===== config.mk =====
export PLATFORM = sky130hd
export DESIGN_NAME = nv_cdc_hs_tx_flat
export DESIGN_NICKNAME = d
export VERILOG_FILES = /design/src/rtl/nv_cdc_hs_tx_if.sv /design/src/rtl/nv_cdc_hs_tx.sv /design/src/flat_wrapper.sv
export SDC_FILE = /design/constraint.sdc
export NUM_CORES = 1
export LEC_CHECK = 0
export CAP_MARGIN = 30
export CORE_ASPECT_RATIO = 1.75
export CORE_UTILIZATION = 42
export DETAILED_ROUTE_END_ITERATION = 10
export PLACE_DENSITY = 0.9
export SKIP_LAST_GASP = 1
export SYNTH_ARGS = -nofsm -noshare
export SYNTH_HDL_FRONTEND = slang
export SYNTH_SLANG_ARGS = --single-unit

===== constraint.sdc =====
create_clock -name nvdla_core_clk -period 1.7 [get_ports nvdla_core_clk]
set_input_delay 0.255 -clock nvdla_core_clk [delete_from_list [all_inputs] [get_ports nvdla_core_clk]]
set_output_delay 0.255 -clock nvdla_core_clk [all_outputs]
set_load 0.05 [all_outputs]

===== src/rtl/nv_cdc_hs_tx_if.sv =====
// Source-side valid/ready word interface feeding the CDC handshake transmitter.
interface nv_cdc_hs_tx_if #(
    parameter int DW = 32
);
    logic          src_valid;
    logic          src_ready;
    logic [DW-1:0] src_data;

    modport master (
        output src_valid,
        output src_data,
        input  src_ready
    );

    modport slave (
        input  src_valid,
        input  src_data,
        output src_ready
    );
endinterface


===== src/rtl/nv_cdc_hs_tx.sv =====
// Source side of a 4-phase req/ack CDC handshake: registered req level,
// bundled data held from accept to the next accept, internal ack synchronizer.
module nv_cdc_hs_tx #(
    parameter int DW              = 32,
    parameter int ACK_SYNC_STAGES = 3
) (
    input  logic                nvdla_core_clk,
    input  logic                nvdla_core_rstn,
    nv_cdc_hs_tx_if.slave       src,
    output logic                cdc_req,
    output logic [DW-1:0]       cdc_data,
    input  logic                cdc_ack,
    output logic                tx_done,
    output logic                busy
);

    typedef enum logic [1:0] {
        IDLE  = 2'd0,
        SETUP = 2'd1,
        REQ   = 2'd2,
        REL   = 2'd3
    } state_t;

    state_t                     state;
    logic [ACK_SYNC_STAGES-1:0] ack_sync;
    logic                       ack_s;
    logic                       ready_q;
    logic                       busy_q;

    always_ff @(posedge nvdla_core_clk or negedge nvdla_core_rstn) begin
        if (!nvdla_core_rstn) begin
            ack_sync <= '0;
        end else begin
            ack_sync <= {ack_sync[ACK_SYNC_STAGES-2:0], cdc_ack};
        end
    end

    assign ack_s = ack_sync[ACK_SYNC_STAGES-1];

    // ready/busy are registered alongside state so they equal decodes of it
    // without any path from src_valid.
    always_ff @(posedge nvdla_core_clk or negedge nvdla_core_rstn) begin
        if (!nvdla_core_rstn) begin
            state    <= IDLE;
            cdc_req  <= 1'b0;
            cdc_data <= '0;
            tx_done  <= 1'b0;
            ready_q  <= 1'b1;
            busy_q   <= 1'b0;
        end else begin
            tx_done <= 1'b0;
            case (state)
                IDLE: begin
                    if (src.src_valid) begin
                        cdc_data <= src.src_data;
                        state    <= SETUP;
                        ready_q  <= 1'b0;
                        busy_q   <= 1'b1;
                    end
                end
                SETUP: begin
                    cdc_req <= 1'b1;
                    state   <= REQ;
                end
                REQ: begin
                    if (ack_s) begin
                        cdc_req <= 1'b0;
                        state   <= REL;
                    end
                end
                REL: begin
                    if (!ack_s) begin
                        state   <= IDLE;
                        tx_done <= 1'b1;
                        ready_q <= 1'b1;
                        busy_q  <= 1'b0;
                    end
                end
                default: begin
                    state   <= IDLE;
                    cdc_req <= 1'b0;
                    ready_q <= 1'b1;
                    busy_q  <= 1'b0;
                end
            endcase
        end
    end

    assign src.src_ready = ready_q;
    assign busy          = busy_q;

endmodule


===== src/flat_wrapper.sv =====
// flat-port wrapper written by rule: the top's interface ports become plain ports
module nv_cdc_hs_tx_flat 
#(
    parameter int DW              = 32,
    parameter int ACK_SYNC_STAGES = 3
)
  (nvdla_core_clk, nvdla_core_rstn, cdc_req, cdc_data, cdc_ack, tx_done, busy, src_src_valid, src_src_data, src_src_ready);
  nv_cdc_hs_tx_if #(.DW(DW)) src_i ();
  input  logic nvdla_core_clk;
  input  logic nvdla_core_rstn;
  output logic cdc_req;
  output logic [DW-1:0] cdc_data;
  input  logic cdc_ack;
  output logic tx_done;
  output logic busy;
  input wire logic [$bits(src_i.src_valid)-1:0] src_src_valid;
  input wire logic [$bits(src_i.src_data)-1:0] src_src_data;
  output wire logic [$bits(src_i.src_ready)-1:0] src_src_ready;
  assign src_i.src_valid = src_src_valid;
  assign src_i.src_data = src_src_data;
  assign src_src_ready = src_i.src_ready;
  nv_cdc_hs_tx #(.DW(DW), .ACK_SYNC_STAGES(ACK_SYNC_STAGES)) u_core (.nvdla_core_clk(nvdla_core_clk), .nvdla_core_rstn(nvdla_core_rstn), .src(src_i), .cdc_req(cdc_req), .cdc_data(cdc_data), .cdc_ack(cdc_ack), .tx_done(tx_done), .busy(busy));
endmodule

==> out/metrics.cfg, run 1 <==
[status]
outcome = finished, final reports clean

[setup_path]
crit_path_start_kind = register
r2r-start = u_core.state[0]$_DFFE_PN0P_
required_ps = 1870
endpoint = u_core.state[1]$_DFFE_PN0P_
worst_ep_arrival_time_ps = 1780
crit_path_start = u_core.state[0]$_DFFE_PN0P_
worstSetupPathType = register to register
end_kind = register
r2r_cells = 5
crit_path_max_fanout = 4
rrSetupSlack_ps = 90
rr_endpoint = u_core.state[1]$_DFFE_PN0P_

[global_routing]
grt_pass1_vias = 1139
antenna_found_initial = 0
gr-total-overflow = 0
grt_pass1_wl_um = 5685
grt_usage_pct = 17.77
grt_max_degree = 24

[floorplan]
fp.coreArea_um2 = 3904
die-area_um2 = 4366
ios = 72
dieWidth_um = 50.38
start_util_pct = 44.07
row_count = 30
chipHeight_um = 86.67

[cells_and_area]
fillCellCount = 300
multi_input_area_um2 = 648.1
seq_area_um2 = 1027
layout_commonest_cell = dfrtp_1
drive_above_1_share_pct = 47.25
nNetsFinal = 222
n_antenna_cell = 0
syn_to_final_growth_pct = 46.25
final_cell_mix = dfrtp_1 (40), buf_4 (39), clkdlybuf4s50_1 (34)

[sta]
finalCritPeriodShare_pct = 94.56
setup_violations = 0
fmaxAchievable_ghz = 0.6221
worstMarginPinSlew_ps = 517.3
finalSetupTns_ps = 0
slew_headroom_pct = 65.52
drv_slew = 0
fin_crit_ps = 1607
fin_skew_ps = 3.387
rsz0062_at_grt = no
hold_viol = 0

[run]
cap_violations = 0

[drt]
viasPerCell = 4.757
drt_first_pass_iters = 2
vias = 1094
met1_length_um = 1350
drt-initial-drc-count = 6
wl_met3_um = 165
ant_nets = 0
drc = 0
wl_met2_um = 1971
wl_um = 3561
top_layer_used = met4
wire_per_inst_um = 15.48

[synth]
synth_top_cells_by_area = dfrtp_1 (58%), mux2_4 (26%), ha_1 (3.6%)
yosysTopAreaCellShare_pct = 58.18
yosys-mux-area-fraction_pct = 28.15
syn_inst = 101
synth_area_um2 = 1720
synth_nets = 142
synth_fa_ha_area_share_pct = 3.636
synth_xor_area_share_pct = 0
synth-simple-area-share_pct = 2.255
ys_seq_area_share_pct = 59.71
synth-seq-cells = 41
synth.distinct_cells = 18
synth.largest_area_cell = dfrtp_1
syn_area_per_cell_um2 = 17.03
synth_compound_area_share_pct = 3.636
synth_top_family_by_area = multiplexers
synth-warning-count = 0

[worst_hold_path]
holdCritPathClass = register to register

[pwr]
leakage_nw = 1.256
vdd_drop_max_v = 0.001528
power_w = 0.005924
p_per_area_nw_per_um2 = 2354

[cts]
clkSinkCount = 41
clockBufferDepth = 2
insertion_delay_ps = 280
cts_made_buffers = 5
cts_tree = done
root_buffer = clkbuf_8
cts.reportedPaths.clkPinSlew_ps = 70
htreeDepth = 2

[placed_design]
place_hpwl_um = 2686
io_buffers = 71
place.gp.congestion = 0.7240

==> metrics by stage <==
step	hold WS, ps	setup slack [ps]	instance area (um2)	instances	utilization, %
after floorplan	-40.59	187.8	1720	101	-
after detailed placement	260.6	58.62	2397	220	61.41
after global placement	242.7	101.5	2397	220	61.41
after CTS	351.1	30.50	2509	229	64.26
after global routing	361.0	15.62	2516	230	64.46
final	349.7	92.56	2516	230	64.46
==> Yosys cell counts <==
| cell | n |
|---|---|
| dfrtp_1 | 40 |
| mux2_4 | 30 |
| ha_1 | 5 |
| a21oi_1 | 3 |
| buf_6 | 3 |
| inv_1 | 3 |
| nor2_1 | 3 |
| mux2_2 | 2 |
| nor2b_1 | 2 |
| o21ai_0 | 2 |
| a211oi_2 | 1 |
| a2bb2oi_1 | 1 |
| dfstp_2 | 1 |
| mux2_1 | 1 |
| nand2_2 | 1 |
| nor2b_2 | 1 |
| o21ba_2 | 1 |
| o22ai_1 | 1 |
==> registers in the layout (all words and copies together), names as in the netlist <==
name	flops
u_core.ack_sync	3
u_core.src.src_ready	1
u_core.busy	1
u_core.tx_done	1
u_core.cdc_data	32
u_core.state	2
u_core.cdc_req	1
==> power by group <==
part / switching [W] / total, W / internal, W
combinational: 0.00210 / 0.00351 / 0.00141
clock: 0.000315 / 0.000682 / 0.000367
sequential: 0.000289 / 0.00173 / 0.00144
==> area by class of cell <==
cell class                      instances  area share, %
Timing Repair Buffer                   76          26.55
Inverter                                3         0.4475
Sequential cell                        41          40.83
Multi-Input combinational cell         54          25.76
Tap cell                               48          2.387
Clock buffer                            7          3.829
Clock inverter                          1         0.1989
==> cell families (layout without fill, tap and decap cells) <==
logic type,Yosys count,after routing
AOI/OAI and AO/OA,9,9
adders and majority gates,5,5
buffers and inverters,6,87
DFF,41,41
muxes,33,33
and+or+nand+nor,7,7
==> per-layer routing <==
metal  global-route usage (%)  up-vias
met5                        0        -
li1                         -      506
met2                    31.39       41
met1                    20.07      540
met4                    6.313        0
met3                    4.912        7
==> critical path: stages, from the launching register on <==
cell and delay (ps):
dfrtp_1 400, inv_1 100, ha_1 240, nor2b_1 140, a211oi_2 250, mux2_1 350
==> worst min-delay path by stage <==
stage	from	cells after the start	slack (ps)	to
CTS	u_core.ack_sync[0]$_DFF_PN0_	0	350	u_core.ack_sync[1]$_DFF_PN0_
detailed placement	nvdla_core_rstn	1	260	u_core.tx_done$_DFF_PN0_
finish	u_core.ack_sync[0]$_DFF_PN0_	0	350	u_core.ack_sync[1]$_DFF_PN0_
global placement	nvdla_core_rstn	1	240	u_core.cdc_req$_DFFE_PN0P_
floorplan	nvdla_core_rstn	0	-40	u_core.ack_sync[0]$_DFF_PN0_
global route	u_core.ack_sync[0]$_DFF_PN0_	0	360	u_core.ack_sync[1]$_DFF_PN0_
==> timing repair <==
action,in CTS,in global routing
gates resized for setup,0,0
hold endpoints to repair,21,0
hold buffers,1,0
buffers inserted,0,1
setup endpoints to repair,0,1
No activity file was read; power rests on OpenSTA's default activity.
==> inputs of run 2 (changes only) <==
--- a/config.mk
+++ b/config.mk
@@ -7,9 +7,9 @@
 export LEC_CHECK = 0
 export CAP_MARGIN = 30
 export CORE_ASPECT_RATIO = 1.75
-export CORE_UTILIZATION = 42
+export CORE_UTILIZATION = 35
 export DETAILED_ROUTE_END_ITERATION = 10
-export PLACE_DENSITY = 0.9
+export PLACE_DENSITY = 0.79
 export SKIP_LAST_GASP = 1
 export SYNTH_ARGS = -nofsm -noshare
 export SYNTH_HDL_FRONTEND = slang
==> out/metrics.cfg, run 2 (same netlist as run 1, synthesis figures left out) <==
[sta]
worstMarginPinSlew_ps = 538.6
finalCritPeriodShare_pct = 93.29
hold_viol = 0
fin_crit_ps = 1586
slew_headroom_pct = 64.09
setup_violations = 0
rsz0062_at_grt = no
fin_skew_ps = 6.460
drv_slew = 0
finalSetupTns_ps = 0
fmaxAchievable_ghz = 0.6306

[global_routing]
grt_pass1_vias = 1192
busiest_layer = met2
grt_use_met2_pct = 25.60
grt_max_degree = 25
grt_pass1_wl_um = 5464
grt_usage_pct = 14.77
grt_use_met3_pct = 4.992
gr-total-overflow = 0
antenna_found_initial = 0
grt_use_met1_pct = 16.03

[placed_design]
place.gp.congestion = 0.7282
place_hpwl_um = 2620
placed_area_um2 = 2402
io_buffers = 71

[drt]
viasPerCell = 4.688
vias = 1097
drt_first_pass_iters = 4
drc = 0
wl_um = 3449
wire_per_inst_um = 14.74
drt-initial-drc-count = 13
ant_nets = 0

[cts]
clkSinkCount = 41
insertion_delay_ps = 290
root_buffer = clkbuf_8
cts_made_buffers = 5
post_cts_resized = 0
cts_tree = done
cts.reportedPaths.clkPinSlew_ps = 70
htreeDepth = 2
clockBufferDepth = 2

[cells_and_area]
n_antenna_cell = 0
design_area_um2 = 2502
syn_to_final_growth_pct = 45.45
nNetsFinal = 222
regMostFlops = u_core.cdc_data
largest_reg_flops = 32
fillCellCount = 428
drive_above_1_share_pct = 46.70
layout_commonest_cell = dfrtp_1
final_cell_mix = dfrtp_1 (40), buf_4 (39), clkdlybuf4s50_1 (34)
largest_registers = u_core.cdc_data x32, u_core.ack_sync x3, u_core.state x2

[setup_path]
rrSetupSlack_ps = 110
required_ps = 1870
r2r_cells = 5
end_kind = register
crit_path_start_kind = register
worst_ep_arrival_time_ps = 1750
crit_path_max_fanout = 4
worstSetupPathType = register to register

[status]
outcome = finished, final reports clean

[floorplan]
row_count = 33
die-area_um2 = 5211
fp.coreArea_um2 = 4707
ios = 72
chipHeight_um = 94.75
dieWidth_um = 55
start_util_pct = 36.55

[worst_hold_path]
holdCritPathClass = register to register
hold_path_depth = 0

[run]
cap_violations = 0

## run 2: area by class of cell
| class | count | area, um2 | share of cell area [%] |
|---|---|---|---|
| inverters | 3 | 11.26 | 0.4500 |
| well taps | 52 | 65.06 | 2.600 |
| multi-input cells | 54 | 648.1 | 25.90 |
| repair buffers | 76 | 668.1 | 26.70 |
| flip-flops and latches | 41 | 1027 | 41.05 |
| clock buffers | 6 | 72.57 | 2.900 |
| clock inverters | 2 | 10.01 | 0.4000 |
## run 2: worst paths after layout
check	from	end
max reg2reg	u_core.state[1]$_DFFE_PN0P_	u_core.state[1]$_DFFE_PN0P_
min	u_core.ack_sync[1]$_DFF_PN0_	u_core.ack_sync[2]$_DFF_PN0_
min in group asynchronous	nvdla_core_rstn	u_core.ack_sync[0]$_DFF_PN0_
min reg2reg	u_core.ack_sync[1]$_DFF_PN0_	u_core.ack_sync[2]$_DFF_PN0_
max	u_core.state[1]$_DFFE_PN0P_	u_core.state[1]$_DFFE_PN0P_
max in group asynchronous	nvdla_core_rstn	u_core.cdc_data[16]$_DFFE_PN0P_
## run 2: what timing repair did
item                                    CTS  global route
endpoints found under the hold margin    22             0
setup buffers                             0             1
endpoints found under the setup margin    0            15
hold buffers                              1             0
## run 2: through the flow
stage / hold WS [ps] / worst slack, ps / util [%] / std cells
2_1_floorplan: -40.59 / 187.8 / - / 101
3_3_place_gp: 253.7 / 127.3 / 51.04 / 224
3_5_place_dp: 270.1 / 45.71 / 51.04 / 224
4_1_cts: 359.4 / 36.81 / 53.00 / 233
5_1_grt: 359.6 / 44.12 / 53.16 / 234
6_report: 354.5 / 114.1 / 53.16 / 234
## run 2: critical path, stage by stage, from the launching register on
cell,delay [ps]
dfrtp_1,400
inv_1,100
ha_1,230
nor2b_2,190
a211oi_2,220
mux2_1,340
## run 2: per-layer routing
layer	share of wire (%)	vias to the layer above
met4	1.6	0
met1	38	539
met3	6.5	8
met2	54	47
li1	-	503
met5	0	-
Power of run 2 is left out: the tool's default activity adds up to more than one toggle a clock period on the data nets, which glitch-free logic cannot reach.
==> inputs of run 3 (changes only) <==
--- a/config.mk
+++ b/config.mk
@@ -5,11 +5,13 @@
 export SDC_FILE = /design/constraint.sdc
 export NUM_CORES = 1
 export LEC_CHECK = 0
+export ABC_AREA = 0
+export ABC_CLOCK_PERIOD_IN_PS = 1700
 export CAP_MARGIN = 30
 export CORE_ASPECT_RATIO = 1.75
 export CORE_UTILIZATION = 35
 export DETAILED_ROUTE_END_ITERATION = 10
-export PLACE_DENSITY = 0.79
+export PLACE_DENSITY = 0.69
 export SKIP_LAST_GASP = 1
 export SYNTH_ARGS = -nofsm -noshare
 export SYNTH_HDL_FRONTEND = slang
==> out/metrics.cfg, run 3 (same netlist as run 1, synthesis figures left out) <==
[status]
outcome = finished, final reports clean

[sta]
fmaxAchievable_ghz = 0.6125
fin_ws_ps = 67.26
finalCritPeriodShare_pct = 96.04
slew_headroom_pct = 65.99
drv_slew = 0
hold_viol = 0
worstMarginPinSlew_ps = 510.2
fin_skew_ps = 7.819
setup_violations = 0
fin_crit_ps = 1633
fin_hold_ws_ps = 18.07

[drt]
drt_first_pass_iters = 3
wire_per_inst_um = 15.14
drt-initial-drc-count = 6
ant_nets = 0
vias = 1115
drc = 0
viasPerCell = 4.765
wl_um = 3543

[cts]
insertion_delay_ps = 290
post_cts_resized = 0
htreeDepth = 2
clockBufferDepth = 2
root_buffer = clkbuf_8
cts_hold_buf = 0
cts.reportedPaths.clkPinSlew_ps = 70
postCtsSetupBuffers = 0
cts_tree = done
clkSinkCount = 41
cts_made_buffers = 5

[setup_path]
worst_ep_arrival_time_ps = 1800
worstSetupPathType = register to register
crit_path_max_fanout = 4
max_stage_delay_ps = 390
crit_chain = inv_1 -> ha_1 -> nor2b_2 -> a211oi_2 -> mux2_1
cp_top_family = flip-flops
crit_path_start_kind = register
end_kind = register
critPathBufInv = 1
required_ps = 1870
crit_path_top_delay_cell = dfrtp_1

[cells_and_area]
syn_to_final_growth_pct = 45.31
largest_reg_flops = 32
largest_registers = u_core.cdc_data x32, u_core.ack_sync x3, u_core.state x2
nNetsFinal = 222
fin_cells = 234
final_cell_mix = buf_4 (40), dfrtp_1 (40), clkdlybuf4s50_1 (34)
fillCellCount = 435
regMostFlops = u_core.cdc_data
post-route-util_pct = 53.11
n_antenna_cell = 0
drive_above_1_share_pct = 47.25

[floorplan]
die-area_um2 = 5211
dieWidth_um = 55
chipHeight_um = 94.75
fp.coreArea_um2 = 4707
start_util_pct = 36.55
ios = 72
row_count = 33

[placed_design]
pre_cts_ws_ps = 59.69
dp_cells = 224
io_buffers = 71
place.gp.congestion = 0.6565
place_hpwl_um = 2590

[global_routing]
antenna_found_initial = 0
gr-total-overflow = 0
grt_usage_pct = 14.24
grt_max_degree = 42
grt_pass1_vias = 1120
grt_pass1_wl_um = 5271

[worst_hold_path]
holdCritPathClass = input port to asynchronous set/reset pin

[run]
cap_violations = 0

## run 3: cell types whose count changed in the layout (fill, tap and decap cells not counted), sizes merged
cell | before | now
dlygate4sd3 | 1 | 0
buf | 41 | 42
## run 3: layout make-up
type                            count  area, um2  share of cell area (%)
Clock inverter                      2      10.01                  0.4004
Sequential cell                    41       1027                   41.09
Clock buffer                        6      72.57                   2.903
Multi-Input combinational cell     54      648.1                   25.93
Inverter                            3      11.26                  0.4505
Tap cell                           52      65.06                   2.603
Timing Repair Buffer               76      665.6                   26.63
## run 3: final timing paths
path,start,endpoint,slack (ps),cells past startpoint
setup / recovery,u_core.state[1]$_DFFE_PN0P_,u_core.state[1]$_DFFE_PN0P_,70,5
hold / removal,nvdla_core_rstn,u_core.busy$_DFFE_PN0P_,20,2
setup reg to reg,u_core.state[1]$_DFFE_PN0P_,u_core.state[1]$_DFFE_PN0P_,70,5
hold reg to reg,u_core.ack_sync[0]$_DFF_PN0_,u_core.ack_sync[1]$_DFF_PN0_,360,0
max in group asynchronous,nvdla_core_rstn,u_core.src.src_ready$_DFFE_PN1P_,1320,2
min in group nvdla_core_clk,u_core.ack_sync[0]$_DFF_PN0_,u_core.ack_sync[1]$_DFF_PN0_,360,0
## run 3: per-layer routing
| metal | GRT usage [%] | wire (um) |
|---|---|---|
| met1 | 14.80 | 1278 |
| met4 | 5.625 | 44 |
| met2 | 25.50 | 2031 |
| met3 | 3.865 | 188 |
| met5 | 0 | 0 |
## run 3: stage by stage
step	setup TNS [ps]	instance area, um2
after floorplan	0	1720
after global placement	0	2402
after detailed placement	0	2402
after CTS	0	2485
after global routing	-10.24	2500
final	0	2500
Power of run 3 is left out for the same reason.
